==> config.mk <==
export PLATFORM = sky130hd
export DESIGN_NAME = xbus_arbiter_flat
export DESIGN_NICKNAME = d
export VERILOG_FILES = /design/src/rtl/xbus_arbiter_pkg.sv /design/src/rtl/xbus_arbiter_if.sv /design/src/rtl/xbus_rr_pick.sv /design/src/rtl/xbus_arbiter.sv /design/src/flat_wrapper.sv
export SDC_FILE = /design/constraint.sdc
export NUM_CORES = 1
export LEC_CHECK = 0
export ABC_CLOCK_PERIOD_IN_PS = 4800
export CORE_UTILIZATION = 44
export CTS_CLUSTER_SIZE = 20
export DETAILED_ROUTE_END_ITERATION = 10
export GPL_TIMING_DRIVEN = 0
export PLACE_DENSITY_LB_ADDON = 0.12
export SYNTH_ARGS = -nofsm -noshare
export SYNTH_HDL_FRONTEND = slang
export SYNTH_SLANG_ARGS = --single-unit
==> constraint.sdc <==
create_clock -name clk -period 4.8 [get_ports clk]
set_clock_uncertainty 0.15 [all_clocks]
set_input_delay 0.72 -clock clk [delete_from_list [all_inputs] [get_ports clk]]
set_output_delay 0.72 -clock clk [all_outputs]
set_load 0.01 [all_outputs]
==> src/rtl/xbus_arbiter_pkg.sv <==
// xbus_arbiter_pkg
//   Shared constants for the two-master xbus arbiter: default bus widths,
//   default timeout, FSM state encodings, master ids and the round-robin
//   tie-break helper used by xbus_rr_pick.
package xbus_arbiter_pkg;

  localparam int XBA_ADDR_W  = 32;
  localparam int XBA_DATA_W  = 32;
  localparam int XBA_TIMEOUT = 15;
  localparam int XBA_CNT_W   = 8;

  localparam logic [1:0] XBA_IDLE   = 2'd0;
  localparam logic [1:0] XBA_ACCESS = 2'd1;
  localparam logic [1:0] XBA_RESP   = 2'd2;

  localparam logic XBA_M0 = 1'b0;
  localparam logic XBA_M1 = 1'b1;

  // Both requesting: the master that did not win last time goes next.
  function automatic logic xba_rr_winner(input logic [1:0] req, input logic last);
    if (req == 2'b11) return ~last;
    return req[1];
  endfunction

endpackage

==> src/rtl/xbus_arbiter_if.sv <==
// xbus_arbiter_if
//   One master channel of the xbus: request/payload from the master,
//   completion pulse with read data and error back from the arbiter.
//   Ports (signals):
//     req    master -> arbiter  request, held until ack
//     addr   master -> arbiter  address
//     we     master -> arbiter  write enable
//     wdata  master -> arbiter  write data
//     ack    arbiter -> master  one-cycle completion pulse
//     rdata  arbiter -> master  read data, valid with ack
//     err    arbiter -> master  timeout error, valid with ack
//   Modports: master (the requesting side), slave (the arbiter side).
interface xbus_arbiter_if
  import xbus_arbiter_pkg::*;
#(
  parameter int ADDR_W = XBA_ADDR_W,
  parameter int DATA_W = XBA_DATA_W
) ();

  logic              req;
  logic [ADDR_W-1:0] addr;
  logic              we;
  logic [DATA_W-1:0] wdata;
  logic              ack;
  logic [DATA_W-1:0] rdata;
  logic              err;

  modport master (output req, addr, we, wdata, input  ack, rdata, err);
  modport slave  (input  req, addr, we, wdata, output ack, rdata, err);

endinterface

==> src/rtl/xbus_rr_pick.sv <==
// xbus_rr_pick
//   Combinational 2-way round-robin selector.
//   Ports:
//     req[1:0]  in   request vector (bit 0 = m0, bit 1 = m1)
//     last      in   master granted most recently
//     valid     out  at least one request present
//     winner    out  selected master (meaningful when valid)
module xbus_rr_pick
  import xbus_arbiter_pkg::*;
(
  input  logic [1:0] req,
  input  logic       last,
  output logic       valid,
  output logic       winner
);

  assign valid  = |req;
  assign winner = xba_rr_winner(req, last);

endmodule

==> src/rtl/xbus_arbiter.sv <==
// xbus_arbiter
//   Two-master arbiter/sequencer in front of the data-address decoder.
//   Grants m0 (controller) or m1 (debug/host) round-robin, presents one
//   registered transaction at a time, waits for s_ack or times out, and
//   returns read data plus error to the winner with a one-cycle ack.
//   Ports:
//     clk, rst_n           clock, async active-low reset
//     m0, m1               master channels (xbus_arbiter_if.slave)
//     s_sel/s_addr/s_we/s_wdata  registered decoder request
//     s_rdata, s_ack       decoder read data and completion
//     gnt_id               owner of current/last transaction (0 = m0)
//     busy                 high whenever not idle
//
//   state  | meaning
//   IDLE   | no transaction; arbitrate incoming requests
//   ACCESS | s_sel high, payload held, waiting for s_ack or timeout
//   RESP   | one-cycle ack to the granted master
module xbus_arbiter
  import xbus_arbiter_pkg::*;
#(
  parameter int ADDR_W  = XBA_ADDR_W,
  parameter int DATA_W  = XBA_DATA_W,
  parameter int TIMEOUT = XBA_TIMEOUT,
  parameter int CNT_W   = XBA_CNT_W
) (
  input  logic              clk,
  input  logic              rst_n,
  xbus_arbiter_if.slave     m0,
  xbus_arbiter_if.slave     m1,
  output logic              s_sel,
  output logic [ADDR_W-1:0] s_addr,
  output logic              s_we,
  output logic [DATA_W-1:0] s_wdata,
  input  logic [DATA_W-1:0] s_rdata,
  input  logic              s_ack,
  output logic              gnt_id,
  output logic              busy
);

  // Timeout is a down-counter loaded at grant; terminal count 0 means the
  // ACCESS state has lasted TIMEOUT cycles.
  localparam logic [CNT_W-1:0] CNT_LOAD = CNT_W'(TIMEOUT - 1);

  logic [1:0]        state;
  logic              last;
  logic [CNT_W-1:0]  cnt;
  logic [1:0]        ack_q;
  logic [DATA_W-1:0] m0_rdata_q;
  logic [DATA_W-1:0] m1_rdata_q;
  logic              m0_err_q;
  logic              m1_err_q;
  logic              pick_valid;
  logic              pick_winner;
  logic [DATA_W-1:0] rdata_next;

  xbus_rr_pick u_pick (
    .req    ({m1.req, m0.req}),
    .last   (last),
    .valid  (pick_valid),
    .winner (pick_winner)
  );

  // Writes return zero; a timed-out access also returns zero.
  assign rdata_next = (s_ack && !s_we) ? s_rdata : '0;

  always_ff @(posedge clk or negedge rst_n) begin
    if (!rst_n) begin
      state      <= XBA_IDLE;
      last       <= XBA_M1;
      cnt        <= '0;
      s_sel      <= 1'b0;
      s_addr     <= '0;
      s_we       <= 1'b0;
      s_wdata    <= '0;
      gnt_id     <= XBA_M0;
      ack_q      <= 2'b00;
      m0_rdata_q <= '0;
      m1_rdata_q <= '0;
      m0_err_q   <= 1'b0;
      m1_err_q   <= 1'b0;
    end else begin
      ack_q <= 2'b00;
      case (state)
        XBA_IDLE: begin
          if (pick_valid) begin
            s_sel   <= 1'b1;
            s_addr  <= pick_winner ? m1.addr  : m0.addr;
            s_we    <= pick_winner ? m1.we    : m0.we;
            s_wdata <= pick_winner ? m1.wdata : m0.wdata;
            gnt_id  <= pick_winner;
            last    <= pick_winner;
            cnt     <= CNT_LOAD;
            state   <= XBA_ACCESS;
          end
        end
        XBA_ACCESS: begin
          // s_ack takes priority over a coincident timeout.
          if (s_ack || (cnt == '0)) begin
            s_sel <= 1'b0;
            if (gnt_id == XBA_M1) begin
              ack_q[1]   <= 1'b1;
              m1_rdata_q <= rdata_next;
              m1_err_q   <= !s_ack;
            end else begin
              ack_q[0]   <= 1'b1;
              m0_rdata_q <= rdata_next;
              m0_err_q   <= !s_ack;
            end
            state <= XBA_RESP;
          end else begin
            cnt <= cnt - 1'b1;
          end
        end
        XBA_RESP: state <= XBA_IDLE;
        default:  state <= XBA_IDLE;
      endcase
    end
  end

  assign busy     = (state != XBA_IDLE);
  assign m0.ack   = ack_q[0];
  assign m0.rdata = m0_rdata_q;
  assign m0.err   = m0_err_q;
  assign m1.ack   = ack_q[1];
  assign m1.rdata = m1_rdata_q;
  assign m1.err   = m1_err_q;

endmodule

==> src/flat_wrapper.sv <==
// flat-port wrapper written by rule: the top's interface ports become plain ports
module xbus_arbiter_flat import xbus_arbiter_pkg::*;
#(
  parameter int ADDR_W  = XBA_ADDR_W,
  parameter int DATA_W  = XBA_DATA_W,
  parameter int TIMEOUT = XBA_TIMEOUT,
  parameter int CNT_W   = XBA_CNT_W
)
  (clk, rst_n, s_sel, s_addr, s_we, s_wdata, s_rdata, s_ack, gnt_id, busy, m0_req, m0_addr, m0_we, m0_wdata, m0_ack, m0_rdata, m0_err, m1_req, m1_addr, m1_we, m1_wdata, m1_ack, m1_rdata, m1_err);
  xbus_arbiter_if #(.ADDR_W(ADDR_W), .DATA_W(DATA_W)) m0_i ();
  xbus_arbiter_if #(.ADDR_W(ADDR_W), .DATA_W(DATA_W)) m1_i ();
  input  logic clk;
  input  logic rst_n;
  output logic s_sel;
  output logic [ADDR_W-1:0] s_addr;
  output logic s_we;
  output logic [DATA_W-1:0] s_wdata;
  input  logic [DATA_W-1:0] s_rdata;
  input  logic s_ack;
  output logic gnt_id;
  output logic busy;
  input wire logic [$bits(m0_i.req)-1:0] m0_req;
  input wire logic [$bits(m0_i.addr)-1:0] m0_addr;
  input wire logic [$bits(m0_i.we)-1:0] m0_we;
  input wire logic [$bits(m0_i.wdata)-1:0] m0_wdata;
  output wire logic [$bits(m0_i.ack)-1:0] m0_ack;
  output wire logic [$bits(m0_i.rdata)-1:0] m0_rdata;
  output wire logic [$bits(m0_i.err)-1:0] m0_err;
  input wire logic [$bits(m1_i.req)-1:0] m1_req;
  input wire logic [$bits(m1_i.addr)-1:0] m1_addr;
  input wire logic [$bits(m1_i.we)-1:0] m1_we;
  input wire logic [$bits(m1_i.wdata)-1:0] m1_wdata;
  output wire logic [$bits(m1_i.ack)-1:0] m1_ack;
  output wire logic [$bits(m1_i.rdata)-1:0] m1_rdata;
  output wire logic [$bits(m1_i.err)-1:0] m1_err;
  assign m0_i.req = m0_req;
  assign m0_i.addr = m0_addr;
  assign m0_i.we = m0_we;
  assign m0_i.wdata = m0_wdata;
  assign m0_ack = m0_i.ack;
  assign m0_rdata = m0_i.rdata;
  assign m0_err = m0_i.err;
  assign m1_i.req = m1_req;
  assign m1_i.addr = m1_addr;
  assign m1_i.we = m1_we;
  assign m1_i.wdata = m1_wdata;
  assign m1_ack = m1_i.ack;
  assign m1_rdata = m1_i.rdata;
  assign m1_err = m1_i.err;
  xbus_arbiter #(.ADDR_W(ADDR_W), .DATA_W(DATA_W), .TIMEOUT(TIMEOUT), .CNT_W(CNT_W)) u_core (.clk(clk), .rst_n(rst_n), .m0(m0_i), .m1(m1_i), .s_sel(s_sel), .s_addr(s_addr), .s_we(s_we), .s_wdata(s_wdata), .s_rdata(s_rdata), .s_ack(s_ack), .gnt_id(gnt_id), .busy(busy));
endmodule
== Word-level counts from Yosys, hierarchy flattened ==
Index checks and enable logic that the tools add are counted.
Widths: inputs -> output; s select.

* Register bits after elaboration: 146
* Input bits: 167
* Output and inout bits: 136
* Word-level logic and storage cells: 56

* Add/subtract/negate cells: 1
* Eq/ne operators: 5
* Multiplexer cells: 20
* Bitwise logic cells: 2
* Reductions and logical operators: 15

{| class="wikitable"
|+ Operators by type and width
! cell !! number
|-
| $mux 32 || 3
|-
| $mux 8 || 2
|-
| $pmux 8 s2 || 1
|-
| $reduce_and 3->1 || 4
|-
| $logic_not 8->1 || 1
|-
| $mux 1 || 8
|-
| $mux 2 || 4
|-
| $sub 8x1->8 const B || 1
|-
| $ne 2x1->1 const B || 2
|-
| $pmux 2 s2 || 1
|-
| $reduce_and 2->1 || 2
|-
| $reduce_bool 2->1 || 2
|-
| $eq 2x1->1 const B || 1
|-
| $eq 2x2->1 const B || 1
|-
| $logic_not 1->1 || 2
|-
| $logic_not 2->1 || 1
|-
| $ne 2x2->1 const B || 1
|-
| $not 1->1 || 2
|-
| $pmux 1 s2 || 1
|-
| $reduce_or 2->1 || 1
|-
| $logic_and 1x1->1 || 1
|-
| $logic_or 1x1->1 || 1
|}

== Longest topological paths before layout ==
* Word-level depth: 4
* Gate-level depth with buffers: 7
* Depth with buffers taken out: 6

== Modules after synthesis ==
From an unflattened synthesis, not the netlist that was laid out.

* Cells, all modules: 674
* Area total of the unflattened synthesis: 7021.7 um2

{| class="wikitable"
|+ By module, submodules not included
! module !! times used !! cells an instance !! area an instance (um2) !! seq. area each (um2)
|-
| xbus_arbiter || 1 || 672 || 7008.0 || 3654.8
|-
| xbus_rr_pick || 1 || 2 || 13.8 || 0.0
|}

== Worst setup path before layout ==
OpenSTA, ideal clock, no wires.

* Path kind: input port to flip-flop
* Start: input s_ack
* End: register u_core.cnt[4]
* Setup time: 0.078 ns
* Arrival time: 1.705 ns
* Data required time: 4.572 ns
* Path slack: 2.867 ns
* Stages: 5
* Path buffers: 1
* Cells stage by stage: buf_6 > and4bb_1 > o21ai_2 > or4_1 > a21oi_1

* Cells in the longest elaborated chain, start to end: 3

{| class="wikitable"
|+ RTL lines
! what !! line !! RTL
|-
| start: declaration || flat_wrapper.sv:19 || <nowiki>input logic s_ack;</nowiki>
|-
| $logic_or 1x1->1 || xbus_arbiter.sv:98 || <nowiki>if (s_ack || (cnt == '0)) begin</nowiki>
|-
| $ne 2x2->1 (no source line) || - ||
|-
| $reduce_and 3->1 (no source line) || - ||
|-
| end signal: assignment || xbus_arbiter.sv:111 || <nowiki>cnt <= cnt - 1'b1;</nowiki>
|-
| end: declaration || xbus_arbiter.sv:46 || <nowiki>logic [CNT_W-1:0] cnt;</nowiki>
|}

No other way between the ends.
A chain may end at the register's enable or synchronous reset.

== Final worst setup path ==
* Start: register u_core.state[0]
* End: output busy

* Cells in the longest elaborated chain, start to end: 1

{| class="wikitable"
|+ RTL lines
! what !! line !! RTL
|-
| start: declaration || xbus_arbiter.sv:44 || <nowiki>logic [1:0] state;</nowiki>
|-
| start signal: assignment || xbus_arbiter.sv:68 || <nowiki>state <= XBA_IDLE;</nowiki>
|-
| start signal: assignment || xbus_arbiter.sv:93 || <nowiki>state <= XBA_ACCESS;</nowiki>
|-
| start signal: assignment || xbus_arbiter.sv:109 || <nowiki>state <= XBA_RESP;</nowiki>
|-
| $reduce_bool 2->1 || xbus_arbiter.sv:120 || <nowiki>assign busy = (state != XBA_IDLE);</nowiki>
|-
| end: declaration || flat_wrapper.sv:21 || <nowiki>output logic busy;</nowiki>
|}

No other way between the ends.

==> reports/qor_table.md <==
| Group | Item | Value |
|:---|:---|:---|
| logic synthesis | Fraction of post-synthesis cell area in the top cell type by area | 0.578 |
| cts | Clock-pin slew of the registers on the worst-case setup and hold paths | 0.06 ns |
| placed design | Pre-CTS setup slack | 2.02 ns |
| timing | RSZ-0062 raised after global routing | false |
| power and ir drop | PnR Total Power | 0.00620 W |
| detailed routing | Detailed-routing iteration count for the pre-antenna-repair pass | 4 |
| cts | Worst-case clock buffer depth | 2 |
| logic synthesis | Gate count of the mapped netlist | 538 |
| logic synthesis | Number of distinct library cells after synthesis | 39 |
| cts | Clock tree from TritonCTS | yes |
| logic synthesis | Number of warnings reported in the yosys synthesis log | 0 |
| power and ir drop | Power per cell area | 610 nW/um2 |
| logic synthesis | Synth async-reset ratio | 1.00 |
| layout | Layout cell share with drive strength beyond 1 | 0.0734 |
| timing | Worst Setup Slack, final | 2.15 ns |
| logic synthesis | Register bit total from synthesis | 146 |
| logic synthesis | Part of the Yosys area used for sequential elements | 0.582 |
| logic synthesis | Most used flip-flop cell after synthesis | sky130_fd_sc_hd__dfrtp_1 |
| cts | Post_cts resized | 0 |
| grt | Tot GR Track Use | 0.265 |
| placed design | Placer's final routability congestion estimate | 0.834 |
| timing | Post-layout minimum cycle time | 2.65 ns |
| power and ir drop | Maximum VDD drop | 310 uV |
| floorplanning | Die height | 121 um |
| placed design | Post-Place Cell Area | 9550 um2 |
| timing | Worst slew margin relative to its limit | 0.620 |
| floorplanning | Count of boundary I/O pins | 303 |
| setup path | Data arrival, critical path | 1.78 ns |
| cts | Buffers inserted during post-CTS setup optimization | 0 |
| layout | Fillers | 989 |
| setup path | Crit Path Max Fanout | 6 |
| layout | Non-filler instance count after layout | 1,052 |
| floorplanning | Initial standard-cell utilization of the core | 0.452 |
| logic synthesis | Largest cells by area after synthesis | sky130_fd_sc_hd__dfrtp_1 (58%), sky130_fd_sc_hd__mux2i_1 (11%), sky130_fd_sc_hd__o2bb2ai_1 (8.9%), sky130_fd_sc_hd__o21ai_0 (4.8%), sky130_fd_sc_hd__nand2_1 (4.2%) |
| logic synthesis | Most used standard cell by instance count after synthesis | sky130_fd_sc_hd__dfrtp_1 |
| grt | Via count of the first global-routing pass | 5,678 |
| timing | Hold violation total from the final report | 0 |
| layout | Post-route design area | 10,200 um2 |
| logic synthesis | Biggest area consumer among synthesized cells | sky130_fd_sc_hd__dfrtp_1 |
| timing | Fmax | 377 MHz |
| power and ir drop | Static power due to leakage | 4.33 nW |
| detailed routing | DR iter-0 viols | 285 |
| grt | Antenna violations before repair | 0 |
| logic synthesis | Top cells by count, synth | sky130_fd_sc_hd__dfrtp_1 (145), sky130_fd_sc_hd__nand2_1 (70), sky130_fd_sc_hd__mux2i_1 (68) |
| floorplanning | Number of placement rows | 43 |
| logic synthesis | Number of flops mapped to enable cells by yosys | 0 |
| placed design | Number of cells after detailed placement | 1,020 |
| timing | Worst hold slack after final layout | 0.0727 ns |
| grt | Maximum number of pins on one net before global-route repair | 103 |
| run status | Run status | finished clean |
| floorplanning | Die ar. | 14,800 um2 |
| cts | Worst-Skew Late Latency | 0.41 ns |
| detailed routing | Routed length per placed instance | 18.1 um |
| cts | Htree depth | 4 |
| cts | Root Buffer Master | sky130_fd_sc_hd__clkbuf_16 |
| hold path | Hold WC Path Type | in -> async |
| flow run | Maxcap violations | 0 |
| layout | N_diodes | 0 |
| placed design | Post-detail-place hpwl | 14,600 um |
| layout | Number of nets in the final layout | 1,028 |
| logic synthesis | Synthesized area per cell | 11.7 um2 |
| cts | Clock sinks | 146 |
| setup path | Type of the setup path with the least slack | reg -> out |
| cts | Number of buffers inserted for hold repair after clock tree synthesis | 0 |
| detailed routing | Via Count | 5,526 |
| logic synthesis | Number of nets produced by synthesis | 707 |
| detailed routing | Post-route antenna net violation count | 0 |
| floorplanning | Core Region | 13,900 um2 |
| setup path | Crit path capture type | primary output |
| floorplanning | Die outline width | 121 um |
| timing | Number of max-slew violations in the final report | 0 |
| timing | Slew @ Worst Pin | 0.562 ns |
| timing | Setup-failing EPs final | 0 |
| placed design | Port bufs | 301 |
| grt | Remaining global-route overflow | 0 |
| detailed routing | Aggregate routed wire length | 19,000 um |
| timing | Share of the clock period used by the worst path | 0.552 |
| layout | Synth-to-layout area growth | 61.8% |
| grt | First-pass GRT wire length | 29,600 um |
| detailed routing | Number of remaining DRC errors | 0 |
| logic synthesis | Cell area after synthesis | 6280 um2 |
| cts | Number of CTS-inserted buffers | 17 |
| setup path | Type of origin of the critical path | flop |
| setup path | Required arrival time at the worst endpoint | 3.93 ns |
| detailed routing | Number of vias per cell | 5.25 |
placed cells by master, fill, tap and decap left out, types with 2 or more instances in the layout:
cell,count
sky130_fd_sc_hd__a21oi_1,7
sky130_fd_sc_hd__buf_2,8
sky130_fd_sc_hd__buf_6,12
sky130_fd_sc_hd__bufinv_16,3
sky130_fd_sc_hd__clkbuf_1,18
sky130_fd_sc_hd__clkbuf_16,17
sky130_fd_sc_hd__clkbuf_8,4
sky130_fd_sc_hd__clkdlybuf4s50_1,300
sky130_fd_sc_hd__clkinv_2,5
sky130_fd_sc_hd__clkinvlp_4,2
sky130_fd_sc_hd__dfrtp_1,145
sky130_fd_sc_hd__ha_1,2
sky130_fd_sc_hd__inv_1,5
sky130_fd_sc_hd__mux2i_1,68
sky130_fd_sc_hd__nand2_1,70
sky130_fd_sc_hd__nand2_2,2
sky130_fd_sc_hd__nand2b_1,33
sky130_fd_sc_hd__nand3_1,2
sky130_fd_sc_hd__nor2_1,11
sky130_fd_sc_hd__nor4_1,2
sky130_fd_sc_hd__o21ai_0,60
sky130_fd_sc_hd__o21ai_1,7
sky130_fd_sc_hd__o21ai_2,2
sky130_fd_sc_hd__o2bb2ai_1,64
sky130_fd_sc_hd__xor2_1,2
worst max-delay path: stages, from the launching register on:
cell and delay [ns]:
sky130_fd_sc_hd__dfrtp_1 0.41, sky130_fd_sc_hd__nor2_1 0.36, sky130_fd_sc_hd__inv_1 0.09, sky130_fd_sc_hd__clkdlybuf4s50_1 0.52
per-layer routing:
metal,GRT usage,vias up,part of all wire
met1,0.318,2669,0.40
met5,0,-,0
met2,0.445,259,0.50
met3,0.0658,42,0.066
met4,0.124,0,0.034
li1,-,2556,-
path summary, 6_finish.rpt:
kind / startpoint / to / slack [ns] / cells after the start
setup / recovery: u_core.state[0] / busy / 2.15 / 3
hold / removal: rst_n / u_core.m0.rdata[8] / 0.07 / 1
setup reg to reg: u_core.state[0] / u_core.s_wdata[5] / 2.78 / 6
hold reg to reg: u_core.s_addr[2] / u_core.s_addr[2] / 0.33 / 2
max in group asynchronous: rst_n / u_core.s_wdata[15] / 3.59 / 2
min in group clk: u_core.s_addr[2] / u_core.s_addr[2] / 0.33 / 2
sequential cells by signal, summed over array words and instances, names as in the netlist:
register	flops
u_core.s_we	1
u_core.ack_q	2
u_core.m0.rdata	32
u_core.last	1
u_core.m1.rdata	32
u_core.gnt_id	1
u_core.s_wdata	32
u_core.state	2
u_core.m1.err	1
u_core.s_addr	32
u_core.s_sel	1
u_core.m0.err	1
u_core.cnt	8
cells by family (layout without fill, tap and decap cells):
group	Yosys count	in the layout	synth area share
adder cells (fa/ha/maj)	2	2	0.00398
AND/OR/NAND/NOR	130	130	0.101
AO/OA/AOI/OAI	148	148	0.161
flip-flops	146	146	0.582
buffers and inverters	42	376	0.0404
multiplexers	68	68	0.108
XOR/XNOR	2	2	0.00279
report_power, final:
group / internal, W / switching (W) / total [W] / leakage, nW
clock network: 0.000868 / 0.000491 / 0.00136 / 0.302
logic: 0.00147 / 0.00126 / 0.00274 / 2.19
registers: 0.00177 / 0.000329 / 0.00210 / 1.84
area by class of cell:
cell class | instances | area, um2 | area share
sequential | 146 | 3650 | 0.360
timing repair buffer | 302 | 3040 | 0.299
multi-input combinational | 350 | 2370 | 0.233
clock buffer | 22 | 484 | 0.0477
buffer | 37 | 235 | 0.0231
tap | 180 | 225 | 0.0222
clock inverter | 10 | 130 | 0.0128
inverter | 5 | 18.8 | 0.00185
through the flow:
step	setup TNS (ns)	util
after floorplan	0	-
after global placement	-399.57	0.686
after detailed placement	0	0.688
after CTS	0	0.732
after global routing	0	0.732
final	0	0.732
(Power assumes the default switching activity.)
